**config.mk**
```make
export PLATFORM = sky130hd
export DESIGN_NAME = uart_receive
export DESIGN_NICKNAME = d
export VERILOG_FILES = /design/src/rtl/uart_receive.sv
export SDC_FILE = /design/constraint.sdc
export NUM_CORES = 1
export LEC_CHECK = 0
export CAP_MARGIN = 20
export CORE_UTILIZATION = 64
export CTS_BUF_LIST = sky130_fd_sc_hd__clkbuf_8
export DETAILED_ROUTE_END_ITERATION = 8
export GPL_TIMING_DRIVEN = 0
export HOLD_SLACK_MARGIN = 0.05
export PLACE_DENSITY = 0.87
export SLEW_MARGIN = 20
export SYNTH_ARGS = -nofsm -noshare
export SYNTH_HDL_FRONTEND = slang
export SYNTH_SLANG_ARGS = --single-unit
```
**constraint.sdc**
```tcl
create_clock -name Clock -period 5.5 [get_ports Clock]
set_input_delay 1.65 -clock Clock [delete_from_list [all_inputs] [get_ports Clock]]
set_output_delay 1.65 -clock Clock [all_outputs]
set_load 0.02 [all_outputs]
```
**src/rtl/uart_receive.sv**
```systemverilog
// uart_receive: 8N1 serial-to-parallel UART receiver.
//
// Synchronises the asynchronous serial line, samples every bit at mid-symbol
// and hands each received byte to the consumer over a valid/ready handshake.
// Framing errors (stop bit sampled low) and overruns are reported.
//
// Ports:
//   Clock         system clock, rising-edge active
//   Reset         asynchronous, active-low reset
//   SIn           serial input, asynchronous, idles high
//   DataOut       received byte, stable while DataOutValid is high
//   DataOutValid  byte available, held until accepted
//   DataOutReady  consumer accepts the byte when high with DataOutValid
//   FramingError  one-cycle pulse when the stop bit is sampled low
//   Overrun       sticky: a byte completed while the previous one was pending
module uart_receive #(
    parameter int ClockFreq = 100_000_000,
    parameter int BaudRate  = 115_200
) (
    input  logic       Clock,
    input  logic       Reset,
    input  logic       SIn,
    output logic [7:0] DataOut,
    output logic       DataOutValid,
    input  logic       DataOutReady,
    output logic       FramingError,
    output logic       Overrun
);

    localparam int SymbolEdgeTime    = ClockFreq / BaudRate;
    localparam int SampleTime        = SymbolEdgeTime / 2;
    localparam int ClockCounterWidth = $clog2(SymbolEdgeTime);

    localparam logic [ClockCounterWidth-1:0] SampleCount =
        ClockCounterWidth'(SampleTime - 1);
    localparam logic [ClockCounterWidth-1:0] LastCount =
        ClockCounterWidth'(SymbolEdgeTime - 1);

    typedef enum logic [2:0] {
        IDLE,
        START,
        DATA,
        STOP,
        WAITIDLE
    } state_e;

    state_e                         state_q, state_d;
    logic                           sync1_q, sync1_d;
    logic                           sync2_q, sync2_d;
    logic [ClockCounterWidth-1:0]   clk_cnt_q, clk_cnt_d;
    logic [2:0]                     bit_cnt_q, bit_cnt_d;
    logic [7:0]                     shift_q, shift_d;
    logic [7:0]                     data_q, data_d;
    logic                           valid_q, valid_d;
    logic                           fe_q, fe_d;
    logic                           overrun_q, overrun_d;

    logic sin_sync;
    logic sample;
    logic accept;

    assign sin_sync = sync2_q;
    assign sample   = (clk_cnt_q == SampleCount);
    assign accept   = valid_q & DataOutReady;

    always_ff @(posedge Clock or negedge Reset) begin
        if (!Reset) begin
            state_q   <= IDLE;
            sync1_q   <= 1'b1;
            sync2_q   <= 1'b1;
            clk_cnt_q <= '0;
            bit_cnt_q <= '0;
            shift_q   <= '0;
            data_q    <= '0;
            valid_q   <= 1'b0;
            fe_q      <= 1'b0;
            overrun_q <= 1'b0;
        end else begin
            state_q   <= state_d;
            sync1_q   <= sync1_d;
            sync2_q   <= sync2_d;
            clk_cnt_q <= clk_cnt_d;
            bit_cnt_q <= bit_cnt_d;
            shift_q   <= shift_d;
            data_q    <= data_d;
            valid_q   <= valid_d;
            fe_q      <= fe_d;
            overrun_q <= overrun_d;
        end
    end

    always_comb begin
        sync1_d   = SIn;
        sync2_d   = sync1_q;
        state_d   = state_q;
        clk_cnt_d = clk_cnt_q;
        bit_cnt_d = bit_cnt_q;
        shift_d   = shift_q;
        data_d    = data_q;
        valid_d   = valid_q;
        fe_d      = 1'b0;
        overrun_d = overrun_q;

        if (accept) begin
            valid_d = 1'b0;
        end

        unique case (state_q)
            IDLE: begin
                if (!sin_sync) begin
                    state_d = START;
                end
            end
            START: begin
                if (sample) begin
                    bit_cnt_d = '0;
                    state_d   = sin_sync ? IDLE : DATA;
                end
            end
            DATA: begin
                if (sample) begin
                    shift_d[bit_cnt_q] = sin_sync;
                    bit_cnt_d          = bit_cnt_q + 3'd1;
                    if (bit_cnt_q == 3'd7) begin
                        state_d = STOP;
                    end
                end
            end
            STOP: begin
                if (sample) begin
                    if (sin_sync) begin
                        // Back to IDLE at mid-stop so a following start bit
                        // with no idle gap is still caught on time.
                        state_d = IDLE;
                        if (!valid_q || accept) begin
                            data_d  = shift_q;
                            valid_d = 1'b1;
                        end else begin
                            overrun_d = 1'b1;
                        end
                    end else begin
                        fe_d    = 1'b1;
                        state_d = WAITIDLE;
                    end
                end
            end
            WAITIDLE: begin
                // A held-low line (break) must not restart frames.
                if (sin_sync) begin
                    state_d = IDLE;
                end
            end
            default: begin
                state_d = IDLE;
            end
        endcase

        // The first low cycle seen in IDLE counts as 0, so the counter is
        // already 1 on the first START cycle and the sample strobe lands
        // SampleTime-1 cycles after that first low cycle.
        if (state_q == IDLE) begin
            clk_cnt_d = (state_d != IDLE) ? ClockCounterWidth'(1) : '0;
        end else if (clk_cnt_q == LastCount) begin
            clk_cnt_d = '0;
        end else begin
            clk_cnt_d = clk_cnt_q + ClockCounterWidth'(1);
        end
    end

    assign DataOut      = data_q;
    assign DataOutValid = valid_q;
    assign FramingError = fe_q;
    assign Overrun      = overrun_q;

endmodule

```
# ---- Word-level counts from Yosys, hierarchy flattened
# Index checks and enable logic that the tools add are counted.
# Widths: inputs -> output; s select.
dict set report totals {
  ff_bits 37
  in_bits 4
}
dict set report classes {
  add_sub_neg 2
  n_lt_le_gt_ge 2
  n_eq_ne 9
  n_mux 26
  bitwise_logic 2
  n_reduce_logical 10
}
# op count
set op_table {}
lappend op_table {{$mux 3} 9}
lappend op_table {{$mux 10} 2}
lappend op_table {{$pmux 3 s5} 1}
lappend op_table {{$add 10x1->10 const B} 1}
lappend op_table {{$eq 10x10->1 const B} 1}
lappend op_table {{$eq 10x9->1 const B} 1}
lappend op_table {{$mux 1} 10}
lappend op_table {{$bwmux 8} 1}
lappend op_table {{$reduce_and 4->1} 2}
lappend op_table {{$eq 3x2->1 const B} 2}
lappend op_table {{$eq 3x3->1 const B} 2}
lappend op_table {{$pmux 3 s2} 1}
lappend op_table {{$lt 3x4->1 const B} 1}
lappend op_table {{$ne 2x2->1 const B} 2}
lappend op_table {{$add 3x1->3 const B} 1}
lappend op_table {{$demux 1 s3} 1}
lappend op_table {{$eq 3x1->1 const B} 1}
lappend op_table {{$ge 3x1->1 const B} 1}
lappend op_table {{$logic_not 3->1} 1}
lappend op_table {{$reduce_and 3->1} 1}
lappend op_table {{$reduce_bool 3->1} 1}
lappend op_table {{$mux 2} 1}
lappend op_table {{$reduce_and 2->1} 1}
lappend op_table {{$reduce_bool 2->1} 1}
lappend op_table {{5 further kinds} 5}

# ---- Depth between registers and ports, before layout
# Gate-level depths: netlist of the first run.
dict set report depth {
  word_depth 7
  mapped_depth 7
}

# ---- Worst setup path before layout of the first run
# Ideal clock, no wire load.
dict set report synth_timing {
  kind {input-to-reg}
  from {input DataOutReady}
  to {register data_q[0] (netlist: DataOut[0])}
  setup_ns 0.125
  t_arrival_ns 2.405
  slack_ns 2.970
  path_stages 4
  path_buffers 1
  path_cell_list {nand2b_1 and4b_1 buf_6 mux2_4}
}
dict set report synth_between {
  elab_chain_cells 3
}
# element line_no
set synth_rtl {}
lappend synth_rtl {{start, declared} 25} ;# input logic DataOutReady,
lappend synth_rtl {{$and 1x1->1} 64} ;# assign accept = valid_q & DataOutReady;
lappend synth_rtl {{$logic_or 1x1->1} 135} ;# if (!valid_q || accept) begin
lappend synth_rtl {{$reduce_and 4->1 (no source line)} n/a}
lappend synth_rtl {{end signal, assigned} 85} ;# data_q <= data_d;
lappend synth_rtl {{end, declared} 53} ;# logic [7:0] data_q, data_d;
# No other way between the ends.
# A chain may end at the register's enable or synchronous reset.

# ---- Worst setup path in the final report of the first run
dict set report layout_timing {
  from {register data_q[1] (netlist: DataOut[1])}
  to {output DataOut[1]}
}
# element line_no
set layout_rtl {}
lappend layout_rtl {{end, declared} 23} ;# output logic [7:0] DataOut,
# No word-level cell between the ends.

==> results of run 1 <==
cell usage after synthesis (2+ instances only):
master	count
dfstp_2	2
clkbuf_1	4
nor4_1	7
nor2_1	13
xor2_1	5
inv_1	2
nand2b_1	3
mux2_1	6
mux2_2	2
nor4b_1	2
a32oi_1	2
o21bai_1	2
nand2_1	11
nand3b_1	2
dfrtp_1	35
ha_1	4
nand4_1	4
mux2_4	8
or4_4	2
nand3_1	7
and2_1	2
a21oi_1	2
xnor2_1	3
routing by layer:
metal	up-vias	track usage [%]	part of all wire, %
met2	37	46.6	50
met3	11	8.20	5.5
met1	623	34.7	43
met4	0	9.58	1.5
li1	587	-	-
met5	-	0	0
report_power, final:
part           leakage (nW)  switching [mW]  internal [mW]  total, mW
clock                0.0574          0.0954          0.147      0.243
sequential            0.491        0.000643          0.273      0.274
combinational         0.416         0.00702        0.00385     0.0109
worst paths after layout:
check / from / endpoint / slack (ns) / cells past startpoint
min in group asynchronous: Reset / clk_cnt_q[6]$_DFF_PN0_ / 1.29 / 1
max: DataOut[1]$_DFFE_PN0P_ / DataOut[1] / 2.55 / 1
max reg2reg: clk_cnt_q[1]$_DFF_PN0_ / shift_q[5]$_DFFE_PN0P_ / 3.44 / 6
max in group asynchronous: Reset / DataOut[7]$_DFFE_PN0P_ / 3.77 / 2
min reg2reg: sync1_q$_DFF_PN1_ / sin_sync$_DFF_PN1_ / 0.36 / 0
min: sync1_q$_DFF_PN1_ / sin_sync$_DFF_PN1_ / 0.36 / 0
kinds of logic (layout without fill, tap and decap cells):
kind of cell / count (synthesis) / in the layout / share of synthesized area, %
compound gates: 8 / 8 / 3.21
xor+xnor: 8 / 8 / 3.91
fa+ha+maj: 4 / 4 / 2.79
buf+inv: 8 / 31 / 2.16
flops: 37 / 37 / 51.8
mux: 16 / 16 / 11.7
simple gates: 69 / 69 / 24.4
cell type report:
class	instances	area, um2
Clock inverter	2	37.5
Buffer	6	31.3
Sequential cell	37	928
Tap cell	30	37.5
Timing Repair Buffer	15	163
Clock buffer	6	82.6
Inverter	2	7.51
Multi-Input combinational cell	105	825
Fill cell	143	455
metrics by stage:
step / instances / utilization [%]
2_1_floorplan: 150 / -
3_3_place_gp: 194 / 76.7
3_5_place_dp: 195 / 77.6
4_1_cts: 203 / 82.3
5_1_grt: 203 / 82.3
6_report: 203 / 82.3
registers in the layout (all words and copies together), names as in the netlist:
signal	count
DataOut	8
bit_cnt_q	3
sync1_q	1
sin_sync	1
shift_q	8
state_q	3
FramingError	1
Overrun	1
DataOutValid	1
clk_cnt_q	10
==> impl_metrics.py, run 1 <==
metrics = {
    "drt": {
        "avgViaCountPerCell": 6.20,
        "dr_total_vias": 1258,
        "avgRoutedWirePerCell_um": 17.8,
        "postRouteWirelength_um": 3600,
        "detail_route.iter0.violations": 43,
        "drc_viols": 0,
        "drt_first_pass_iters": 4,
        "postRouteAntennaNets": 0,
    },
    "finish": {
        "number_of_antenna_repair_diodes": 0,
        "net_count_of_the_finished_layout": 180,
        "most-common-layout-cells": "dfrtp_1 (35), nor2_1 (13), clkdlybuf4s50_1 (13), nand2_1 (11), mux2_4 (8)",
        "post_route_cells_drive_above_1_share_pct": 19.7,
        "finalInstanceArea_um2": 2110,
        "area.growth.synth_to_final_pct": 17.9,
        "final_common_cell": "dfrtp_1",
    },
    "critical_path": {
        "crit_arrival_ns": 1.30,
        "worstSetupEndpointType": "primary output",
        "startpoint_type": "flop",
        "cp_num_buf_inv": 1,
        "critPathRequiredTime_ns": 3.85,
        "crit_chain": "clkdlybuf4s50_1",
        "critical_path.max_fanout": 2,
        "cp_peak_stage_delay_ns": 0.62,
        "critical-path-slowest-cell": "clkdlybuf4s50_1",
        "cpLargestDelayFamily": "buffers and inverters",
        "worstSetupPathType": "reg -> out",
    },
    "placement": {
        "detailedPlacementHpwl_um": 2600,
        "io_buffer_count": 14,
        "post-place-ws_ns": 2.43,
        "post_placement_cell_area_um2": 1990,
        "routabilityCongestion": 0.887,
    },
    "synth": {
        "yosysUniqueCellTypes": 43,
        "synth_seq_area_share_pct": 51.8,
        "number_of_enable_flip_flop_cells_after_synthesis": 0,
        "synth-seq-cells": 37,
        "yosys_warnings": 0,
        "dominantRegCellSynth": "dfrtp_1",
        "postSynthAreaPerCell_um2": 11.9,
        "ys_async_sr_fraction_pct": 100,
        "postSynthNetCount": 158,
        "syn-instance-count": 150,
        "synth.cell_area_um2": 1790,
        "synth.area.top_cells": "dfrtp_1 (49%), mux2_4 (6.7%), mux2_1 (3.8%)",
        "synth_top_cell_by_area": "dfrtp_1",
        "netlist.area_leader.share_pct": 48.9,
    },
    "clock_tree": {
        "clkLatencyLatePin_ns": 0.29,
        "cts.path.max_buffers": 2,
        "h-tree-depth": 2,
        "cts_num_sinks": 37,
        "clockRootBuffer": "clkbuf_8",
        "cts.reportedPaths.clkPinSlew_ns": 0.07,
        "tritoncts.num_buffers": 5,
        "ctsHoldBuffers": 0,
        "cts_tree": "yes",
        "postCtsSetupRepairBufs": 0,
        "post_cts.resized_instances": 0,
    },
    "timing": {
        "max-slew-margin-rel_pct": 70.4,
        "clock-skew-final_ns": 0.00582,
        "finalSetupViolations": 0,
        "setup_slack_ns": 2.55,
        "grt_setup_unrepaired": "no",
        "layout_worst_path_cycle_share_pct": 53.6,
        "timing_max_transition_violations_final": 0,
        "finalCriticalPeriod_ns": 2.95,
        "timing.final.hold_violations": 0,
        "fin_worst_hold_slack_ns": 0.357,
        "peak_freq_mhz": 339,
        "totalNegativeSetupSlack_ns": 0,
        "tightest_slew_ns": 0.445,
    },
    "power": {
        "leakagePower_nw": 0.964,
        "peakVddDrop_mv": 0.321,
        "overall_power_mw": 0.527,
        "power.density_cell_area_nw_per_um2": 250,
    },
    "floorplan": {
        "floorplan_die_area_um2": 3020,
        "core_um2": 2570,
        "design.portCount": 15,
        "floorplan.die.height_um": 54.9,
        "initial_core_util_pct": 69.8,
        "row_count": 18,
        "floorplan.die.width_um": 54.9,
    },
    "global_routing": {
        "antenna_found_initial": 0,
        "grt_remaining_overflow": 0,
        "grt_pass1_vias": 1189,
        "groute.usage.overall_pct": 28.0,
        "first_pass_grt_wire_length_um": 5680,
        "maximum_number_of_pins_on_one_net_before_global_route_repair": 23,
    },
    "outcome": {
        "outcome": "finished clean",
    },
    "flow_run": {
        "drv.max_cap_violation_count": 0,
    },
    "min_path": {
        "holdCritPathClass": "reg -> reg",
    },
}
Note: power is estimated with default switching activity, not from simulation.
==> run 2: changes to the inputs <==
--- a/config.mk
+++ b/config.mk
@@ -6,12 +6,12 @@
 export NUM_CORES = 1
 export LEC_CHECK = 0
 export CAP_MARGIN = 20
-export CORE_UTILIZATION = 64
+export CORE_UTILIZATION = 54
 export CTS_BUF_LIST = sky130_fd_sc_hd__clkbuf_8
 export DETAILED_ROUTE_END_ITERATION = 8
 export GPL_TIMING_DRIVEN = 0
 export HOLD_SLACK_MARGIN = 0.05
-export PLACE_DENSITY = 0.87
+export PLACE_DENSITY = 0.78
 export SLEW_MARGIN = 20
 export SYNTH_ARGS = -nofsm -noshare
 export SYNTH_HDL_FRONTEND = slang
==> constraint.sdc (replaced) <==
create_clock -name Clock -period 2.4 [get_ports Clock]
set_input_delay 0.72 -clock Clock [delete_from_list [all_inputs] [get_ports Clock]]
set_output_delay 0.72 -clock Clock [all_outputs]
set_load 0.02 [all_outputs]
==> run 2 against run 1 <==
  * Hold slack worse by 0.011 ns
  * Clock-buffer cell count fell by 1
  * Non-clock buffer count stayed put
  * Critical path depth rose by 5
  * Sequential power is 130% higher
  * Register-to-register slack got worse by 3.1 ns
  * Routed wire length is 9.8% lower
==> impl_metrics.py, run 2 (synthesized netlist as in run 1, its figures left out) <==
metrics = {
    "timing": {
        "setup_slack_ns": 0.362,
        "totalNegativeSetupSlack_ns": 0,
        "fin_worst_hold_slack_ns": 0.347,
        "finalSetupViolations": 0,
        "timing_max_transition_violations_final": 0,
        "timing.final.hold_violations": 0,
        "peak_freq_mhz": 491,
        "clock-skew-final_ns": 0.00636,
        "finalCriticalPeriod_ns": 2.04,
        "tightest_slew_ns": 0.435,
        "grt_setup_unrepaired": "no",
        "layout_worst_path_cycle_share_pct": 84.9,
        "max-slew-margin-rel_pct": 71.0,
    },
    "critical_path": {
        "setup.reg_to_reg.worst_slack_ns": 0.36,
        "startpoint_type": "flop",
        "r2r_end": "shift_q[3]$_DFFE_PN0P_",
        "worstSetupEndpointType": "flop",
        "worstSetupPathType": "reg -> reg",
        "reg2reg_from": "clk_cnt_q[1]$_DFF_PN0_",
        "crit_arrival_ns": 2.21,
        "worstRegToRegCells": 6,
        "timing.critical_path.to": "shift_q[3]$_DFFE_PN0P_",
        "cp-startpoint": "clk_cnt_q[1]$_DFF_PN0_",
        "critical_path.max_fanout": 8,
        "critPathRequiredTime_ns": 2.57,
    },
    "min_path": {
        "holdCritPathClass": "in -> async",
    },
    "finish": {
        "most-common-layout-cells": "dfrtp_1 (35), nor2_1 (13), clkdlybuf4s50_1 (13), nand2_1 (11), mux2_4 (8)",
        "max_flop_register": "clk_cnt_q",
        "fillers": 245,
        "post_route_cells_drive_above_1_share_pct": 19.1,
        "finalInstanceArea_um2": 2090,
        "final_common_cell": "dfrtp_1",
        "net_count_of_the_finished_layout": 180,
        "area.growth.synth_to_final_pct": 16.8,
        "number_of_antenna_repair_diodes": 0,
        "largest_register_ff_count": 10,
        "fin_cells": 217,
    },
    "drt": {
        "route.layer.met1.wl_um": 1430,
        "routed.top_layer": "met4",
        "avgRoutedWirePerCell_um": 15.0,
        "detail_route.iter0.violations": 78,
        "postRouteWirelength_um": 3250,
        "avgViaCountPerCell": 5.74,
        "postRouteAntennaNets": 0,
        "drc_viols": 0,
        "amount_of_wire_on_met2_after_detailed_routing_um": 1640,
        "route.met3.wl_um": 107,
        "drt_first_pass_iters": 4,
        "dr_total_vias": 1245,
    },
    "clock_tree": {
        "cts_num_sinks": 37,
        "cts.path.max_buffers": 2,
        "h-tree-depth": 2,
        "ctsHoldBuffers": 0,
        "tritoncts.num_buffers": 5,
        "post_cts.resized_instances": 0,
        "postCtsSetupRepairBufs": 0,
        "clockRootBuffer": "clkbuf_8",
        "cts.reportedPaths.clkPinSlew_ns": 0.07,
        "cts_tree": "yes",
        "clkLatencyLatePin_ns": 0.29,
    },
    "flow_run": {
        "drv.max_cap_violation_count": 0,
    },
    "floorplan": {
        "core_um2": 3100,
        "row_count": 20,
        "design.portCount": 15,
        "floorplan.die.height_um": 59.6,
        "floorplan.die.width_um": 59.6,
        "initial_core_util_pct": 57.7,
        "floorplan_die_area_um2": 3550,
    },
    "global_routing": {
        "first_pass_grt_wire_length_um": 5490,
        "groute.usage.overall_pct": 21.6,
        "maximum_number_of_pins_on_one_net_before_global_route_repair": 24,
        "grt_pass1_vias": 1218,
        "grt_remaining_overflow": 0,
        "antenna_found_initial": 0,
    },
    "placement": {
        "detailedPlacementHpwl_um": 2340,
        "routabilityCongestion": 0.848,
        "dp_cells": 209,
        "post-place-ws_ns": 0.265,
        "post_placement_cell_area_um2": 2010,
        "io_buffer_count": 14,
    },
    "outcome": {
        "outcome": "finished clean",
    },
    "power": {
        "leakagePower_nw": 0.956,
        "power.density_cell_area_nw_per_um2": 506,
        "peakVddDrop_mv": 0.396,
    },
}
-- run 2: changes by cell type in the layout (fill, tap and decap cells not counted), sizes merged --
| cell | delta |
|---|---|
| clkinv | +2 |
| bufinv | -1 |
| clkbuf | -1 |
| clkinvlp | -1 |
| inv | +1 |
-- run 2: worst max-delay path, cell delays in order (launching register included) --
cell      delay [ns]
dfrtp_1         0.41
inv_1           0.07
ha_1            0.17
and4bb_1        0.26
nand4_2         0.22
nor4_1          0.44
mux2_1          0.37
-- run 2: how the worst min path moves through the flow --
stage                                  end  slack (ns)               from
floorplan               sin_sync$_DFF_PN1_        0.35  sync1_q$_DFF_PN1_
global placement        sin_sync$_DFF_PN1_        0.35  sync1_q$_DFF_PN1_
detailed placement      sin_sync$_DFF_PN1_        0.35  sync1_q$_DFF_PN1_
CTS                 DataOut[3]$_DFFE_PN0P_        0.35              Reset
global route        DataOut[3]$_DFFE_PN0P_        0.35              Reset
finish              DataOut[3]$_DFFE_PN0P_        0.35              Reset
-- run 2: through the flow --
step	utilization (%)	total power [mW]
5_1_grt	67.4	1.10
2_1_floorplan	-	0.642
6_report	67.4	1.06
3_5_place_dp	64.8	0.665
4_1_cts	67.4	1.07
3_3_place_gp	64.0	0.660
-- run 2: per-layer routing --
metal  vias up  global-route usage [%]
met5         -                       0
met2        21                    35.6
met1       626                    26.2
met4         0                    11.0
met3         7                    5.46
li1        591                       -
-- run 2: area by class of cell --
cell class / instances / area [um2] / share of cell area [%]
Buffer: 6 / 31.3 / 1.50
Timing Repair Buffer: 15 / 163 / 7.78
Clock buffer: 5 / 68.8 / 3.29
Sequential cell: 37 / 928 / 44.4
Clock inverter: 3 / 13.8 / 0.658
Tap cell: 44 / 55.1 / 2.63
Multi-Input combinational cell: 105 / 825 / 39.4
Inverter: 2 / 7.51 / 0.359
-- run 2: where the power goes --
group | internal (mW) | switching, mW
clock | 0.197 | 0.209
combinational | 0.00884 | 0.0157
sequential | 0.626 | 0.00142
total | 0.832 | 0.226
==> run 3: changes to the inputs <==
==> constraint.sdc (replaced) <==
create_clock -name Clock -period 1.75 [get_ports Clock]
set_input_delay 0.525 -clock Clock [delete_from_list [all_inputs] [get_ports Clock]]
set_output_delay 0.525 -clock Clock [all_outputs]
set_load 0.02 [all_outputs]
==> run 3 against run 2 <==
  * The run now ends with negative setup slack left
  * Flip-flop and latch count unchanged
  * Sequential share of layout area down 6.5 points
  * Cell count up 6.5%
  * Sequential power up 37%
  * Register-to-register slack worse by 0.50 ns
  * First-iteration DRC count down 32%
==> impl_metrics.py, run 3 (synthesized netlist as in run 1, its figures left out) <==
metrics = {
    "critical_path": {
        "critical_path.max_fanout": 7,
        "critPathRequiredTime_ns": 1.93,
        "worstSetupPathType": "reg -> reg",
        "crit_arrival_ns": 2.06,
        "worstSetupEndpointType": "flop",
        "startpoint_type": "flop",
    },
    "floorplan": {
        "core_um2": 3100,
        "row_count": 20,
        "initial_core_util_pct": 57.7,
        "floorplan.die.width_um": 59.6,
        "floorplan.die.height_um": 59.6,
        "design.portCount": 15,
        "floorplan_die_area_um2": 3550,
    },
    "drt": {
        "avgRoutedWirePerCell_um": 18.4,
        "route.met3.wl_um": 127,
        "avgViaCountPerCell": 5.94,
        "amount_of_wire_on_met2_after_detailed_routing_um": 2330,
        "detail_route.iter0.violations": 53,
        "drc_viols": 0,
        "dr_total_vias": 1372,
        "route.layer.met1.wl_um": 1670,
        "postRouteAntennaNets": 0,
        "routed.top_layer": "met4",
        "drt_first_pass_iters": 5,
        "postRouteWirelength_um": 4250,
    },
    "timing": {
        "timing.final.hold_violations": 0,
        "finalCriticalPeriod_ns": 1.89,
        "max-slew-margin-rel_pct": 68.6,
        "tightest_slew_ns": 0.471,
        "peak_freq_mhz": 530,
        "finalSetupViolations": 23,
        "timing_max_transition_violations_final": 0,
        "layout_worst_path_cycle_share_pct": 108,
        "setup_slack_ns": -0.136,
        "grt_setup_unrepaired": "yes",
        "clock-skew-final_ns": 0.00956,
    },
    "finish": {
        "post_route_cells_drive_above_1_share_pct": 37.4,
        "final_common_cell": "dfrtp_1",
        "largest_register_ff_count": 10,
        "net_count_of_the_finished_layout": 194,
        "finalInstanceArea_um2": 2460,
        "area.growth.synth_to_final_pct": 37.3,
        "finalCoreUtilization_pct": 79.3,
        "number_of_antenna_repair_diodes": 0,
        "max_flop_register": "clk_cnt_q",
        "most-common-layout-cells": "dfrtp_1 (32), mux2_4 (16), nor2_1 (13), buf_4 (12), nand2_1 (11)",
    },
    "power": {
        "overall_power_mw": 1.65,
        "power.density_cell_area_nw_per_um2": 670,
        "peakVddDrop_mv": 0.685,
        "leakagePower_nw": 1.17,
    },
    "global_routing": {
        "groute.usage.overall_pct": 24.9,
        "grt_remaining_overflow": 0,
        "grt_pass1_vias": 1375,
        "maximum_number_of_pins_on_one_net_before_global_route_repair": 24,
        "antenna_found_initial": 0,
        "first_pass_grt_wire_length_um": 6430,
    },
    "outcome": {
        "outcome": "complete, but fails checks",
        "violations": "negative setup slack",
    },
    "min_path": {
        "holdCritPathClass": "in -> async",
    },
    "flow_run": {
        "drv.max_cap_violation_count": 0,
    },
    "clock_tree": {
        "cts_num_sinks": 37,
        "h-tree-depth": 2,
        "tritoncts.num_buffers": 5,
        "cts.path.max_buffers": 2,
        "clockRootBuffer": "clkbuf_8",
        "cts.reportedPaths.clkPinSlew_ns": 0.07,
        "cts_tree": "yes",
        "clkLatencyLatePin_ns": 0.29,
    },
    "placement": {
        "post_placement_cell_area_um2": 2020,
        "detailedPlacementHpwl_um": 2320,
        "io_buffer_count": 14,
        "routabilityCongestion": 0.868,
    },
}
==> run 3: cell type report <==
type	count	area (um2)
well taps	44	55.1
clock buffers	6	82.6
repair buffers	29	274
multi-input cells	106	1050
flip-flops and latches	37	932
plain buffers	5	28.8
inverters	2	7.51
clock inverters	2	33.8
fillers	171	643
==> run 3: metrics by stage <==
stage,hold WS [ns],TNS [ns],cells,worst slack (ns)
5_1_grt,0.172,-3.03,231,-0.183
4_1_cts,0.152,-0.878,222,-0.109
2_1_floorplan,0.229,-0.0246,150,-0.0176
6_report,0.150,-1.98,231,-0.136
3_3_place_gp,0.346,-23.35,208,-0.578
3_5_place_dp,0.349,-3.32,209,-0.295
==> run 3: critical path: stages, from the launching register on <==
cell and delay, ns:
dfrtp_1 0.40, inv_2 0.07, ha_4 0.13, and4bb_2 0.28
nand4_4 0.11, buf_12 0.17, nor4_4 0.28, mux2_4 0.34
==> run 3: what timing repair did <==
item,in CTS,in global routing
cloned,0,1
endpoints found under the hold margin,0,0
gates resized for setup,38,11
pin swaps,8,5
setup endpoints to repair,29,23
buffers inserted,6,8
hold buffers,0,0
==> run 3: worst paths after layout <==
| kind | from | endpoint | slack [ns] | depth (start not counted) |
|---|---|---|---|---|
| worst max-delay path | clk_cnt_q[1]$_DFF_PN0_ | shift_q[3]$_DFFE_PN0P_ | -0.14 | 7 |
| worst min-delay path | Reset | Overrun$_DFFE_PN0P_ | 0.15 | 1 |
| worst max register to register | clk_cnt_q[1]$_DFF_PN0_ | shift_q[3]$_DFFE_PN0P_ | -0.14 | 7 |
| worst min register to register | sync1_q$_DFF_PN1_ | sin_sync$_DFF_PN1_ | 0.35 | 0 |
| max in group asynchronous | Reset | sync1_q$_DFF_PN1_ | 1.07 | 2 |
| min in group Clock | sync1_q$_DFF_PN1_ | sin_sync$_DFF_PN1_ | 0.35 | 0 |
==> run 3: report_power, final <==
part           switching [mW]  internal [mW]  leakage, nW
combinational          0.0222         0.0124        0.619
clock                   0.293          0.459       0.0626
sequential            0.00196          0.859        0.487
==> run 3: metal layers <==
layer	vias to the layer above	GRT usage, %
met4	0	10.6
li1	613	-
met1	712	28.2
met2	35	44.5
met5	-	0
met3	12	6.11
